--- src/rtl/checker_shadow_regfile.sv ---
// Copy of the CPU register file rebuilt from the writeback bus; x0 always
// reads as zero and the read port is combinational.
module checker_shadow_regfile #(
   parameter int XLEN = 32
) (
   input  logic            clk,
   input  logic            rst,
   input  logic            we,
   input  logic [4:0]      waddr,
   input  logic [XLEN-1:0] wdata,
   input  logic [4:0]      raddr,
   output logic [XLEN-1:0] rdata
);

   logic [XLEN-1:0] regs [32];

   always_ff @(posedge clk or negedge rst) begin
      if (!rst) begin
         for (int i = 0; i < 32; i++) begin
            regs[i] <= '0;
         end
      end else if (we && waddr != 5'd0) begin
         regs[waddr] <= wdata;
      end
   end

   assign rdata = (raddr == 5'd0) ? '0 : regs[raddr];

endmodule

--- config.mk ---
export PLATFORM = sky130hd
export DESIGN_NAME = checker_shadow_regfile
export DESIGN_NICKNAME = d
export VERILOG_FILES = /design/src/rtl/checker_shadow_regfile.sv
export SDC_FILE = /design/constraint.sdc
export NUM_CORES = 1
export LEC_CHECK = 0
export BUFFER_PORTS_ARGS = -buffer_cell sky130_fd_sc_hd__buf_2
export CORE_MARGIN = 2
export CORE_UTILIZATION = 50
export DETAILED_ROUTE_END_ITERATION = 7
export PLACE_DENSITY = 0.66
export SETUP_SLACK_MARGIN = 0.1
export SLEW_MARGIN = 20
export SYNTH_ARGS = -nofsm -noshare
export SYNTH_HDL_FRONTEND = slang
export SYNTH_SLANG_ARGS = --single-unit
--- constraint.sdc ---
create_clock -name clk -period 1.55 [get_ports clk]
set_input_delay 0.0775 -clock clk [delete_from_list [all_inputs] [get_ports clk]]
set_output_delay 0.0775 -clock clk [all_outputs]
set_load 0.05 [all_outputs]
==> flow_summary.ini, run 1 <==
[timing]
fin_ws_ps = -893
relSlewSlack = 0.507
fmax_mhz = 409
rsz0062_at_grt = true
finalSetupViolCount = 32
holdWs_ps = 46.1
slew_violations = 0
fin_crit_sh = 1.58
worst_pin_slew_ps = 738
finClkSkew_ps = 0
hold_violations = 0
period_needed_ps = 2440

[yosys]
ys_seq_elements = 1024
synth_cell_types = 35
synth_area_leaders = dfrtp_1 (55%), mux2_2 (24%), mux4_2 (11%)
synth_edf_count = 0
ys.flop_type = dfrtp_1
yosysTopAreaCell = dfrtp_1
syn_nets = 2994
netlist_instances = 2949
ys_warn_count = 0
synth_async_sr_flop_share = 1.00
synth_top_area_frac = 0.552
avgSynthCellArea_um2 = 15.7
seq_area_frac_synth = 0.552
netlist_area_um2 = 46400

[pwr]
worst_ir_drop_vdd_mv = 0.976
seqPwrFrac = 0.461
pwr-share-clk = 0.357
intPower_w = 0.0556
cellLeakagePower_nw = 25.4
p_per_area_nw_per_um2 = 1310
switching_share = 0.255
pwr-share-comb = 0.182
switchingPower_w = 0.0190

[finish]
num-fill-cells = 6567
syn2layout_area_growth_pct = 22.6
final_area_um2 = 56900
layout_commonest_cell = dfrtp_1
drive_gt1_frac = 0.617
largest_reg_flops = 1024
final_util = 0.620
reg_top3 = regs x1024
layout_common_cells = dfrtp_1 (1024), mux2_2 (974), buf_4 (262)
nets = 3256
largest_register = regs

[worst_hold_path]
min_delay_path_depth = 2
holdCritStartpoint = wdata[0]
min_path_type = in -> reg
holdPathEnd = regs[416]

[clock_network]
clk_latency_ps = 670
clk_pin_slew_ps = 60
cts_tree = built
h-tree-depth = 3
root_buffer = clkbuf_16
cts_buffers = 110
clock-sinks = 1024
clock_path_buffers = 3

[critical_path]
path_cells = mux4_2 > mux2_2 > o21ai_2 > buf_4 > a311oi_4 > buf_12
critPathRequiredTime_ps = 1470
r2r_slack_ps = 650
r2r_start = regs[849]
cp.buffers_inverters = 2
r2r-end = regs[849]
crit_type = reg -> out
cp.arrival_ps = 2370
critPathCaptureType = output port
cp_top_family = multiplexers
cp_slowest_cell = mux4_2
slowest_delay_ps = 480
startpoint_type = flop
r2r_cells = 2
critPathMaxFanout = 2

[routing]
viasPerCell = 6.14
drt_iter0_markers = 1937
dr.pass1.iters = 5
finalWirelength_um = 135000
num_vias = 27900
drc = 0
ant_nets = 0
wire_per_inst_um = 29.6

[floorplanning]
start_util = 0.506
die-area_um2 = 95300
dieWidth_um = 309
core_um2 = 91800
rows = 111
die_h_um = 309
top_level_ports = 77

[grt]
grt_pass1_vias = 30500
grt_pass1_wl_um = 203000
overflow = 0
grt.met1_usage = 0.397
grt_max_degree = 75
globalRouteMet3Util = 0.0456
grt_util_met2 = 0.476
grt_usage = 0.290
top_usage_layer = met2
antenna_found_initial = 2

[placed_design]
io_buffers = 76
gp_congestion = 0.822
place_hpwl_um = 84900
placed_area_um2 = 52300

[run_status]
status = complete, but fails checks
violations = setup timing

[run]
drv_cap = 0
==> cells in the mapped netlist (2+ instances only) <==
| cell type | number |
|---|---|
| a211oi_1 | 32 |
| a221oi_1 | 22 |
| a22oi_1 | 32 |
| a311oi_1 | 32 |
| buf_2 | 105 |
| buf_4 | 44 |
| buf_6 | 22 |
| clkbuf_1 | 151 |
| dfrtp_1 | 1024 |
| mux2_1 | 30 |
| mux2_2 | 994 |
| mux2i_1 | 64 |
| mux4_2 | 224 |
| nand2_1 | 34 |
| nand3_1 | 2 |
| nand3b_1 | 4 |
| nor2_1 | 10 |
| nor2_2 | 10 |
| nor2b_1 | 33 |
| nor3b_1 | 4 |
| o2111ai_1 | 9 |
| o21ai_0 | 3 |
| o21ai_1 | 52 |
==> power groups by stage <==
stage	combinational (W)	sequential, W	clock, W
floorplan	0.00931	0.0337	0
detailed placement	0.0130	0.0348	0
global route	0.0145	0.0349	0.0282
global placement	0.0125	0.0343	0
CTS	0.0135	0.0343	0.0271
finish	0.0136	0.0344	0.0266
==> logic make-up after synthesis <==
logic type	after synthesis	share of synthesized area
muxes	1312	0.371
DFF	1024	0.552
AOI/OAI and AO/OA	183	0.0285
buffers and inverters	323	0.0361
and+or+nand+nor	107	0.0125
==> through the flow <==
stage / TNS, ps / setup slack, ps / std cells / power (W)
global placement: -95500 / -820 / 4320 / 0.0468
detailed placement: -109290 / -773 / 4320 / 0.0478
CTS: -26930 / -937 / 4540 / 0.0749
floorplan: -4310 / -170 / 2949 / 0.0431
global route: -27370 / -963 / 4543 / 0.0776
finish: -25580 / -893 / 4544 / 0.0746
==> what timing repair did <==
| item | CTS | global route |
|---|---|---|
| hold buffers | 14 | 0 |
| hold endpoints to repair | 1223 | 0 |
| gates cloned | 0 | 0 |
| endpoints found under the setup margin | 32 | 32 |
| resized for setup | 114 | 34 |
| pin swaps | 50 | 21 |
| setup buffers | 5 | 3 |
==> per-layer routing <==
metal  routed length, um  vias to the layer above
met5                  12                        -
met4                4440                        2
met3                7450                      243
met2               65800                      813
met1               56900                    15300
li1                    -                    11500
==> cell type report <==
type                            instances  area, um^2  area share
Tap cell                             1243        1560      0.0273
Timing Repair Buffer                  472        5390      0.0947
Antenna cell                            1        2.50   0.0000440
Clock buffer                          158        3220      0.0567
Multi-Input combinational cell       1602       20600       0.363
Clock inverter                         43         440     0.00774
Sequential cell                      1024       25600       0.450
Inverter                                1        5.00   0.0000880
==> worst max path at each step <==
stage	from	endpoint	depth (start not counted)
detailed placement	raddr[1]	rdata[1]	9
finish	regs[599]	rdata[23]	6
global placement	raddr[1]	rdata[1]	9
global route	regs[671]	rdata[31]	7
floorplan	raddr[1]	rdata[10]	7
CTS	regs[671]	rdata[31]	7
Note: power is estimated with default switching activity, not from simulation.
==> inputs of run 2 (changes only) <==
PLACE_DENSITY = unset   (was 0.66)
PLACE_DENSITY_LB_ADDON = 0.2   (was unset)
==> run 2 against run 1 <==
The flow still finishes with violations (setup timing); clock power fell by 5%; hold slack got worse by 8.7 ps; largest power group unchanged; flip-flop and latch count did not move.
==> flow_summary.ini, run 2 (synthesis results as in run 1) <==
[routing]
dr.pass1.iters = 5
drc = 0
num_vias = 27900
wire_per_inst_um = 29.6
drt_iter0_markers = 1911
viasPerCell = 6.17
ant_nets = 0
finalWirelength_um = 134000

[clock_network]
root_buffer = clkbuf_16
clk_pin_slew_ps = 60
clock_path_buffers = 3
cts_tree = built
clk_latency_ps = 670
cts_buffers = 109
clock-sinks = 1024
h-tree-depth = 3

[timing]
period_needed_ps = 2430
holdWs_ps = 37.4
worst_pin_slew_ps = 889
finClkSkew_ps = 0
fin_crit_sh = 1.57
rsz0062_at_grt = true
fmax_mhz = 411
slew_violations = 0
hold_violations = 0
fin_ws_ps = -883
finalSetupViolCount = 32
relSlewSlack = 0.406

[grt]
grt_usage = 0.288
grt_pass1_vias = 30300
overflow = 0
grt_max_degree = 124
antenna_found_initial = 4
grt_pass1_wl_um = 202000

[finish]
final_util = 0.617
layout_common_cells = dfrtp_1 (1024), mux2_2 (972), buf_4 (235)
num-fill-cells = 6603
largest_register = regs
nets = 3238
largest_reg_flops = 1024
layout_commonest_cell = dfrtp_1
drive_gt1_frac = 0.614
syn2layout_area_growth_pct = 22.0
reg_top3 = regs x1024

[critical_path]
crit_type = reg -> out
critPathCaptureType = output port
startpoint_type = flop
cp_slowest_cell = mux4_2
critPathRequiredTime_ps = 1470
slowest_delay_ps = 480
cp.arrival_ps = 2360
path_cells = mux4_2 > mux2_4 > o21ai_4 > a311oi_4 > buf_6 > buf_12
critPathMaxFanout = 2

[worst_hold_path]
min_path_type = in -> async

[placed_design]
place_hpwl_um = 85800
pre_cts_ws_ps = -642
gp_congestion = 0.822
io_buffers = 76

[pwr]
switching_share = 0.259
pwr-share-clk = 0.345
seqPwrFrac = 0.470
p_per_area_nw_per_um2 = 1290
pwr-share-comb = 0.186
worst_ir_drop_vdd_mv = 0.972
intPower_w = 0.0543
switchingPower_w = 0.0189
cellLeakagePower_nw = 25.2

[floorplanning]
start_util = 0.506
rows = 111
die-area_um2 = 95300
dieWidth_um = 309
core_um2 = 91800
die_h_um = 309
top_level_ports = 77

[run_status]
status = complete, but fails checks
violations = setup timing

[run]
drv_cap = 0
[run 2: changes by cell type in the layout (fill, tap and decap cells not counted), sizes merged]
cell	change
buf	-24
dlygate4sd3	+7
bufinv	-5
clkinvlp	+4
clkbuf	-2
clkinv	-1
diode	+1
inv	-1
[run 2: stage by stage]
| step | std cells | total power, W | instance area, um^2 | setup TNS (ps) |
|---|---|---|---|---|
| finish | 4523 | 0.0732 | 56600 | -25430 |
| global route | 4522 | 0.0762 | 56600 | -27280 |
| CTS | 4519 | 0.0735 | 56300 | -26860 |
| detailed placement | 4293 | 0.0477 | 52200 | -180020 |
| global placement | 4293 | 0.0467 | 52200 | -165750 |
| floorplan | 2949 | 0.0431 | 47200 | -4310 |
[run 2: worst paths after layout]
path	from	to	slack (ps)	depth (start not counted)
max	regs[638]	rdata[30]	-880	6
min	rst	regs[439]	40	3
max reg2reg	regs[790]	regs[790]	530	3
min reg2reg	regs[1001]	regs[1001]	370	0
max in group asynchronous	rst	regs[996]	780	3
min in group clk	wdata[16]	regs[464]	40	2
[run 2: worst max-delay path: cells and delay by family (launching register included)]
family / cells / cell delay, ps
buf+inv: 2 / 320
mux: 2 / 770
compound gates: 2 / 190
flops: 1 / 390
[run 2: power by group through the flow]
stage / clock network [W] / logic [W] / registers (W)
6_report: 0.0252 / 0.0136 / 0.0344
5_1_grt: 0.0268 / 0.0145 / 0.0349
4_1_cts: 0.0257 / 0.0135 / 0.0343
3_5_place_dp: 0 / 0.0130 / 0.0347
3_3_place_gp: 0 / 0.0125 / 0.0343
2_1_floorplan: 0 / 0.00931 / 0.0337
[run 2: metal layers]
layer	up-vias	wire length, um	share of wire	GRT usage
met1	15400	57300	0.43	0.399
met2	788	65700	0.49	0.471
met4	4	4000	0.030	0.0957
met5	-	27	0.00020	0
met3	234	6710	0.050	0.0423
li1	11500	-	-	-
[run 2: area by class of cell]
type                            instances  area (um^2)  share of cell area
Clock buffer                          156         3120              0.0552
Inverter                                1         5.00           0.0000884
Tap cell                             1243         1560              0.0275
Sequential cell                      1024        25600               0.453
Timing Repair Buffer                  455         5320              0.0940
Multi-Input combinational cell       1602        20700               0.365
Clock inverter                         40          325             0.00575
Antenna cell                            2         5.00           0.0000884
[run 2: what timing repair did]
action	CTS	global route
cloned	0	0
gates resized for setup	94	57
endpoints found under the hold margin	1364	0
hold buffers	20	0
buffers inserted	10	2
endpoints found under the setup margin	32	32
pin swaps	56	28
==> inputs of run 3 (changes only) <==
HOLD_SLACK_MARGIN = 0.05   (was unset)
==> run 3 against run 2 <==
The flow still finishes with violations (setup timing); cell area grew 0.32%; clock power is essentially flat; count of clock-buffer cells in the layout is the same; flip-flop and latch count is the same; non-clock buffer count grew 17; via count is essentially flat; critical path depth is the same.
==> flow_summary.ini, run 3 (synthesis results as in run 1) <==
[finish]
syn2layout_area_growth_pct = 22.4
num-fill-cells = 6581
final_util = 0.619
reg_top3 = regs x1024
largest_register = regs
final_area_um2 = 56800
layout_common_cells = dfrtp_1 (1024), mux2_2 (972), buf_4 (234)
largest_reg_flops = 1024
finalNonFillerCells = 4539
layout_commonest_cell = dfrtp_1
drive_gt1_frac = 0.611
nets = 3255

[run]
drv_cap = 0

[floorplanning]
top_level_ports = 77
rows = 111
start_util = 0.506
dieWidth_um = 309
die-area_um2 = 95300
core_um2 = 91800
die_h_um = 309

[routing]
finalWirelength_um = 135000
drc = 0
ant_nets = 0
drt_iter0_markers = 1957
dr.pass1.iters = 5
wire_per_inst_um = 29.7
num_vias = 27900
viasPerCell = 6.15

[timing]
fin_ws_ps = -874
slew_violations = 0
fin_crit_sh = 1.56
finClkSkew_ps = 0
fmax_mhz = 413
finalSetupViolCount = 32
period_needed_ps = 2420
finalSetupTns_ps = -25440
hold_violations = 0
relSlewSlack = 0.416
rsz0062_at_grt = true
worst_pin_slew_ps = 873
holdWs_ps = 27.9

[pwr]
cellLeakagePower_nw = 25.3
worst_ir_drop_vdd_mv = 0.976
p_per_area_nw_per_um2 = 1290

[grt]
grt_util_met2 = 0.474
grt.met1_usage = 0.400
grt_max_degree = 124
antenna_found_initial = 3
grt_pass1_wl_um = 202000
grt_usage = 0.289
top_usage_layer = met2
overflow = 0
grt_pass1_vias = 30400
globalRouteMet3Util = 0.0409

[critical_path]
crit_type = reg -> out
critPathRequiredTime_ps = 1470
critPathMaxFanout = 2
r2r_cells = 3
cp.arrival_ps = 2350
startpoint_type = flop
r2r_start = regs[790]
critPathLaunch = regs[638]
critPathCaptureType = output port

[placed_design]
placed_area_um2 = 52200
gp_congestion = 0.822
io_buffers = 76
placed_cells = 4293
place_hpwl_um = 85800

[clock_network]
clock-sinks = 1024
cts_tree = built
cts_buffers = 109
clock_path_buffers = 3
root_buffer = clkbuf_16
clk_pin_slew_ps = 60
h-tree-depth = 3
clk_latency_ps = 670

[worst_hold_path]
min_path_type = in -> async

[run_status]
status = complete, but fails checks
violations = setup timing
run 3: cell types whose count changed in the layout (fill, tap and decap cells not counted):
cell	delta
buf_6	+2
diode_2	-1
dlymetal6s4s_1	+2
buf_4	-1
buf_12	-1
dlygate4sd3_1	+14
clkbuf_16	+1
run 3: worst paths after layout:
check,slack [ps],end
setup / recovery,-870,rdata[30]
hold / removal,30,regs[21]
setup reg to reg,540,regs[790]
hold reg to reg,370,regs[1001]
max in group asynchronous,130,regs[934]
min in group clk,230,regs[792]
run 3: area by class of cell:
cell class	count	area, um^2	area share
Antenna cell	1	2.50	0.0000441
Clock buffer	156	3120	0.0550
Clock inverter	40	325	0.00573
Inverter	1	5.00	0.0000881
Multi-Input combinational cell	1602	20700	0.364
Sequential cell	1024	25600	0.451
Tap cell	1243	1560	0.0274
Timing Repair Buffer	472	5510	0.0970
run 3: metal layers:
metal  up-vias  routed length, um
met2       766              66200
met1     15400              57800
met5         -                 15
met4         2               4180
li1      11500                  -
met3       242               6540
run 3: per-stage QoR:
stage	setup WS, ps	total power (W)
final	-874	0.0733
after global routing	-931	0.0763
after CTS	-948	0.0735
after detailed placement	-642	0.0477
after global placement	-619	0.0467
after floorplan	-170	0.0431
run 3: power by group:
part	switching (W)	internal (W)
sequential	0.00261	0.0318
clock	0.0108	0.0145
combinational	0.00558	0.00808
run 3: timing repair:
| item | in CTS | in global routing |
|---|---|---|
| endpoints found under the setup margin | 32 | 398 |
| pin swaps | 56 | 28 |
| cloned | 0 | 1 |
| endpoints found under the hold margin | 1931 | 63 |
| setup buffers | 10 | 2 |
| gates resized for setup | 94 | 61 |
| hold buffers | 36 | 1 |
run 3: worst max-delay path, stage by stage, from the launching register on:
cell	delay, ps
dfrtp_1	390
mux4_2	470
mux2_4	290
o21ai_4	140
a311oi_4	50
buf_6	180
buf_12	140
